`src/rtl/magnitude_stream.sv`:
```
// FFT magnitude stage: floor(sqrt(re^2+im^2)) via an iterative restoring square root,
// scaled and saturated, with valid/ready handshakes, per-frame bin indexing and peak report.
module magnitude_stream #(
  parameter int IN_W      = 25,
  parameter int OUT_W     = 13,
  parameter int SHIFT     = 12,
  parameter int FRAME_LEN = 8192,
  parameter int BIN_W     = $clog2(FRAME_LEN)
) (
  input  logic                   clk,
  input  logic                   reset_n,
  input  logic                   sink_valid,
  output logic                   sink_ready,
  input  logic                   sink_sop,
  input  logic                   sink_eop,
  input  logic signed [IN_W-1:0] sink_real,
  input  logic signed [IN_W-1:0] sink_imag,
  output logic                   source_valid,
  input  logic                   source_ready,
  output logic [OUT_W-1:0]       source_mag,
  output logic [BIN_W-1:0]       source_bin,
  output logic                   peak_valid,
  output logic [BIN_W-1:0]       peak_bin,
  output logic [OUT_W-1:0]       peak_mag
);

  typedef enum logic [1:0] {
    IDLE   = 2'd0,
    SQUARE = 2'd1,
    ROOT   = 2'd2,
    OUT    = 2'd3
  } state_t;

  localparam int              CNT_W     = $clog2(IN_W + 1);
  localparam logic [CNT_W-1:0] LAST_ITER = CNT_W'(IN_W - 1);
  localparam logic [BIN_W-1:0] LAST_BIN  = BIN_W'(FRAME_LEN - 1);
  localparam logic [IN_W-1:0]  MAG_MAX   = IN_W'({OUT_W{1'b1}});

  // Two's-complement magnitude; the most negative value maps to 2^(IN_W-1) unsigned.
  function automatic logic [IN_W-1:0] abs_val(input logic signed [IN_W-1:0] x);
    logic [IN_W-1:0] u;
    u = x;
    if (u[IN_W-1]) abs_val = ~u + IN_W'(1'b1);
    else           abs_val = u;
  endfunction

  function automatic logic [OUT_W-1:0] scale_sat(input logic [IN_W-1:0] m);
    logic [IN_W-1:0] s;
    s = m >> SHIFT;
    if (s > MAG_MAX) scale_sat = {OUT_W{1'b1}};
    else             scale_sat = s[OUT_W-1:0];
  endfunction

  state_t              state_r, state_s;
  logic [IN_W-1:0]     re_r, im_r;
  logic                eop_r;
  logic [BIN_W-1:0]    bin_r, bin_cnt_r, idx_s;
  logic [2*IN_W-1:0]   rad_r, sum_s;
  logic [IN_W+1:0]     rem_r, rem_sh_s, trial_s, rem_next_s;
  logic [IN_W-1:0]     root_r, root_next_s;
  logic [CNT_W-1:0]    iter_r;
  logic                ge_s, accept_s, out_hs_s, root_done_s, frame_end_s;
  logic [OUT_W-1:0]    run_mag_r, cand_mag_s;
  logic [BIN_W-1:0]    run_bin_r, cand_bin_s;

  assign accept_s    = (state_r == IDLE) && sink_valid && sink_ready;
  assign out_hs_s    = (state_r == OUT) && source_valid && source_ready;
  assign root_done_s = (state_r == ROOT) && (iter_r == LAST_ITER);
  assign idx_s       = sink_sop ? {BIN_W{1'b0}} : bin_cnt_r;
  assign sum_s       = ({{IN_W{1'b0}}, re_r} * {{IN_W{1'b0}}, re_r})
                     + ({{IN_W{1'b0}}, im_r} * {{IN_W{1'b0}}, im_r});

  // One restoring step: bring down two radicand bits, try subtracting 4*root+1.
  assign rem_sh_s    = (rem_r << 2) | {{IN_W{1'b0}}, rad_r[2*IN_W-1:2*IN_W-2]};
  assign trial_s     = {root_r, 2'b01};
  assign ge_s        = (rem_sh_s >= trial_s);
  assign rem_next_s  = ge_s ? (rem_sh_s - trial_s) : rem_sh_s;
  assign root_next_s = {root_r[IN_W-2:0], ge_s};
  assign frame_end_s = eop_r || (source_bin == LAST_BIN);

  // FSM state register.
  always_ff @(posedge clk) begin
    if (!reset_n) state_r <= IDLE;
    else          state_r <= state_s;
  end

  // FSM next-state logic.
  always_comb begin
    state_s = state_r;
    case (state_r)
      IDLE:    if (accept_s) state_s = SQUARE; else state_s = IDLE;
      SQUARE:  state_s = ROOT;
      ROOT:    if (iter_r == LAST_ITER) state_s = OUT; else state_s = ROOT;
      OUT:     if (out_hs_s) state_s = IDLE; else state_s = OUT;
      default: state_s = IDLE;
    endcase
  end

  // Running-peak candidate including the bin currently on the output; ties keep the older bin.
  always_comb begin
    cand_mag_s = run_mag_r;
    cand_bin_s = run_bin_r;
    if ((source_bin == {BIN_W{1'b0}}) || (source_mag > run_mag_r)) begin
      cand_mag_s = source_mag;
      cand_bin_s = source_bin;
    end else begin
      cand_mag_s = run_mag_r;
      cand_bin_s = run_bin_r;
    end
  end

  // Sample capture, squaring and square-root datapath.
  always_ff @(posedge clk) begin
    if (!reset_n) begin
      re_r      <= {IN_W{1'b0}};
      im_r      <= {IN_W{1'b0}};
      eop_r     <= 1'b0;
      bin_r     <= {BIN_W{1'b0}};
      bin_cnt_r <= {BIN_W{1'b0}};
      rad_r     <= {(2*IN_W){1'b0}};
      rem_r     <= {(IN_W+2){1'b0}};
      root_r    <= {IN_W{1'b0}};
      iter_r    <= {CNT_W{1'b0}};
    end else begin
      case (state_r)
        IDLE: begin
          if (accept_s) begin
            re_r      <= abs_val(sink_real);
            im_r      <= abs_val(sink_imag);
            eop_r     <= sink_eop;
            bin_r     <= idx_s;
            bin_cnt_r <= (idx_s == LAST_BIN) ? {BIN_W{1'b0}} : idx_s + BIN_W'(1'b1);
          end
        end
        SQUARE: begin
          rad_r  <= sum_s;
          rem_r  <= {(IN_W+2){1'b0}};
          root_r <= {IN_W{1'b0}};
          iter_r <= {CNT_W{1'b0}};
        end
        ROOT: begin
          rad_r  <= rad_r << 2;
          rem_r  <= rem_next_s;
          root_r <= root_next_s;
          iter_r <= iter_r + CNT_W'(1'b1);
        end
        OUT: begin
          rad_r <= rad_r;
        end
        default: begin
          rad_r <= rad_r;
        end
      endcase
    end
  end

  // Registered handshake, magnitude and peak-report outputs.
  always_ff @(posedge clk) begin
    if (!reset_n) begin
      sink_ready   <= 1'b0;
      source_valid <= 1'b0;
      source_mag   <= {OUT_W{1'b0}};
      source_bin   <= {BIN_W{1'b0}};
      peak_valid   <= 1'b0;
      peak_bin     <= {BIN_W{1'b0}};
      peak_mag     <= {OUT_W{1'b0}};
      run_mag_r    <= {OUT_W{1'b0}};
      run_bin_r    <= {BIN_W{1'b0}};
    end else begin
      sink_ready <= (state_s == IDLE);
      peak_valid <= 1'b0;
      if (root_done_s) begin
        source_valid <= 1'b1;
        source_mag   <= scale_sat(root_next_s);
        source_bin   <= bin_r;
      end else if (out_hs_s) begin
        source_valid <= 1'b0;
        run_mag_r    <= cand_mag_s;
        run_bin_r    <= cand_bin_s;
        if (frame_end_s) begin
          peak_valid <= 1'b1;
          peak_bin   <= cand_bin_s;
          peak_mag   <= cand_mag_s;
        end
      end
    end
  end

endmodule

```
`config.mk`:
```
export PLATFORM = sky130hd
export DESIGN_NAME = magnitude_stream
export DESIGN_NICKNAME = d
export VERILOG_FILES = /design/src/rtl/magnitude_stream.sv
export SDC_FILE = /design/constraint.sdc
export NUM_CORES = 2
export LEC_CHECK = 0
export BUFFER_PORTS_ARGS = -buffer_cell sky130_fd_sc_hd__buf_2
export CAP_MARGIN = 40
export CORE_ASPECT_RATIO = 0.9
export CORE_MARGIN = 8
export CORE_UTILIZATION = 45
export DETAILED_ROUTE_END_ITERATION = 7
export GPL_TIMING_DRIVEN = 1
export PLACE_DENSITY = 0.62
export SLEW_MARGIN = 20
export SYNTH_ARGS = -nofsm -noshare
export SYNTH_HDL_FRONTEND = slang
export SYNTH_SLANG_ARGS = --single-unit
```
`constraint.sdc`:
```
create_clock -name clk -period 7.5 [get_ports clk]
set_clock_uncertainty 0.15 [all_clocks]
set_input_delay 0 -clock clk [delete_from_list [all_inputs] [get_ports clk]]
set_output_delay 0 -clock clk [all_outputs]
set_load 0.005 [all_outputs]
```
==> metrics.yaml <==
status: "complete, but fails checks"
violations: "DRC, setup timing"
critPathMaxFanout: 6
fillCellCount: 9544
vias: 39000
synth_nets: 7011
drt_iter0_drc: 2205
clk_pin_slew_ns: 0.08
cpMostUsedCell: "fa_1"
setup_ws_ns: -0.376
timing.fmax_ghz: 0.127
die_w_um: 366
overflow: 0
synthTopCellsByArea: "fa_1 42%, ha_1 11%, dfxtp_1 11%"
rsz0062_at_grt: "yes"
dieArea_um2: 121000
cts_sinks: 265
wirelength_mm: 138
ant_nets: 0
clk_latency_ns: 0.59
finalSetupViolCount: 31
synthArstFlopShare_pct: 0
crit_buf_inv: 7
cts_tree: "built"
place_inst: 7434
synth-seq-cells: 265
gp_congestion: 0.914
timing_worst_slew_pin_value_ns: 0.849
tns_ns: -7.14
ff_latch_area_um2: 5400
std_cell_rows: 115
gr-usage-met1_pct: 32.2
avgSynthCellArea_um2: 9.00
cpLargestDelayFamily: "adder cells"
synth.most_common_cell: "inv_1"
synth.top_cell.area_share_pct: 41.8
max-clock-path-buffers: 3
finalMaxSlewViolations: 0
power.total_mw: 9.21
grt.busiest_layer: "met2"
fin_crit_sh_pct: 105
vias_per_cell: 5.07
path_class: "flip-flop to flip-flop"
fin_cells: 7701
gr-usage-all-layers_pct: 23.1
grt_pass1_wl_mm: 224
numCtsBuffers: 34
grt_use_met2_pct: 37.6
drive_above_1_share_pct: 21.4
nets: 7721
grt_util_met3_pct: 3.66
synth_cells: 5497
port_buffers: 110
syn_area_um2: 49500
synth_common_cells: "1,374 x inv_1, 1,033 x fa_1, 589 x nand2_1"
wl_per_cell_um: 17.9
die_height_um: 331
post-route-drc-count: 2
maxCapViolations: 0
yosys_warnings: 0
stdcell_area_um2: 61400
first_pass_iters: 8
ys_seq_area_share_pct: 10.7
grt_pass1_vias: 42000
hold_viol: 0
slowest_delay_ns: 0.61
synth_area_leader_cell: "fa_1"
placed_area_um2: 56200
powerDensity_nw_per_um2: 150
dp_hpwl_mm: 113
cts_root_buf: "clkbuf_16"
synth_edf_count: 0
syn_to_final_growth_pct: 24.0
min_period_ns: 7.88
p_leak_nw: 31.8
cp.required_ns: 7.85
crit_path_end_kind: "flip-flop"
antenna_found_initial: 14
slew-limit-headroom_pct: 43.4
synth-main-ff-cell: "dfxtp_1"
worst_path_max_delay_cell: "fa_2"
multiInputGateArea_um2: 39900
arrival_ns: 8.23
cp-start-kind: "flip-flop"
h-tree-depth: 2
coreArea_um2: 109000
synth_cell_type_count: 72
hp-class: "input pin to flip-flop"
pin_count: 111
irDropWorstVdd_v: 0.000198
grt_max_degree: 81
initial_utilization_pct: 45.3
==> per-stage QoR <==
| stage | utilization, % | hold slack, ns | setup WS [ns] |
|---|---|---|---|
| 6_report | 56.2 | 0.0550 | -0.376 |
| 5_1_grt | 56.2 | 0.0615 | -0.558 |
| 4_1_cts | 55.2 | 0.0110 | -0.401 |
| 3_5_place_dp | 51.4 | 0.117 | -0.729 |
| 3_3_place_gp | 51.4 | 0.108 | -0.727 |
| 2_1_floorplan | - | -0.0140 | -0.0194 |
==> worst min-delay path: cells and delay by family <==
| family | cells | cell delay [ns] |
|---|---|---|
| and+or+nand+nor | 1 | 0.14 |
| xor gates and xnor gates | 1 | 0.10 |
| AOI/OAI and AO/OA | 1 | 0.22 |
| buffers and inverters | 1 | 0.26 |
==> power by group <==
part / internal [mW] / leakage [nW] / total (mW) / switching, mW
sequential: 1.47 / 2.17 / 1.52 / 0.0533
combinational: 2.75 / 29.1 / 5.95 / 3.20
clock: 1.01 / 0.558 / 1.74 / 0.727
total: 5.23 / 31.8 / 9.21 / 3.98
==> state kept, by name, indices dropped and copies added (netlist names), 25 cells and up <==
name	cells
rad_r	50
im_r	25
re_r	25
rem_r	25
root_r	25
==> layout by cell type, fill, tap and decap left out, types with 18 or more instances in the layout <==
| cell | n |
|---|---|
| buf_6 | 84 |
| ha_4 | 29 |
| nand2b_1 | 37 |
| a21oi_1 | 154 |
| nand2_2 | 24 |
| o21ai_0 | 101 |
| nor2_1 | 178 |
| o211ai_1 | 19 |
| dlygate4sd3_1 | 93 |
| nand4_1 | 34 |
| a21oi_2 | 19 |
| o31ai_1 | 19 |
| a211oi_1 | 52 |
| clkbuf_16 | 36 |
| a21o_1 | 40 |
| and2_1 | 211 |
| a31oi_1 | 25 |
| dfxtp_1 | 226 |
| nand3_1 | 69 |
| mux2i_1 | 51 |
| and2_4 | 38 |
| buf_12 | 46 |
| nor4_1 | 22 |
| xnor2_1 | 48 |
| buf_2 | 109 |
| xor2_1 | 66 |
| fa_1 | 962 |
| inv_2 | 64 |
| or3_1 | 18 |
| nand3b_1 | 19 |
| buf_4 | 576 |
| ha_1 | 395 |
| dfxtp_2 | 22 |
| fa_2 | 71 |
| nand2_1 | 554 |
| nor2b_1 | 32 |
| inv_1 | 1301 |
==> final cells by class <==
cell class | instances | share of cell area (%)
multi-input cells | 3613 | 65.0
well taps | 1462 | 2.98
repair buffers | 918 | 12.9
flip-flops and latches | 265 | 8.79
inverters | 1375 | 8.46
diodes | 12 | 0.0489
clock buffers | 41 | 1.49
clock inverters | 15 | 0.361
==> per-layer routing <==
| layer | up-vias | share of wire [%] |
|---|---|---|
| li1 | 18200 | - |
| met1 | 19600 | 45 |
| met2 | 1010 | 47 |
| met3 | 189 | 6.1 |
| met4 | 6 | 2.6 |
| met5 | - | 0.025 |
==> final timing paths <==
path,start,to,slack (ns),cells past startpoint
setup / recovery,re_r[6]$_SDFFE_PN0P_,rad_r[38]$_SDFFE_PN0P_,-0.38,26
hold / removal,sink_real[24],re_r[15]$_SDFFE_PN0P_,0.05,4
setup reg to reg,re_r[6]$_SDFFE_PN0P_,rad_r[38]$_SDFFE_PN0P_,-0.38,26
hold reg to reg,rad_r[16]$_SDFFE_PN0P_,rad_r[18]$_SDFFE_PN0P_,0.29,2
==> repair_timing <==
item,4_1_cts,5_1_grt
setup buffers,73,33
hold buffers,94,0
resized for setup,365,235
setup endpoints to repair,33,39
gates cloned,3,2
endpoints found under the hold margin,107,0
pin swaps,178,206
==> cell families (layout without fill, tap and decap cells) <==
group / count (synthesis) / in the layout / share of synthesized area, %
XOR/XNOR: 124 / 124 / 2.19
other: 0 / 12 / 0
multiplexers: 55 / 55 / 1.12
AO/OA/AOI/OAI: 619 / 619 / 8.02
adder cells (fa/ha/maj): 1458 / 1458 / 52.5
AND/OR/NAND/NOR: 1357 / 1357 / 13.1
buffers and inverters: 1619 / 2349 / 12.3
flip-flops: 265 / 265 / 10.7
Power figures use the tool's default switching activity.
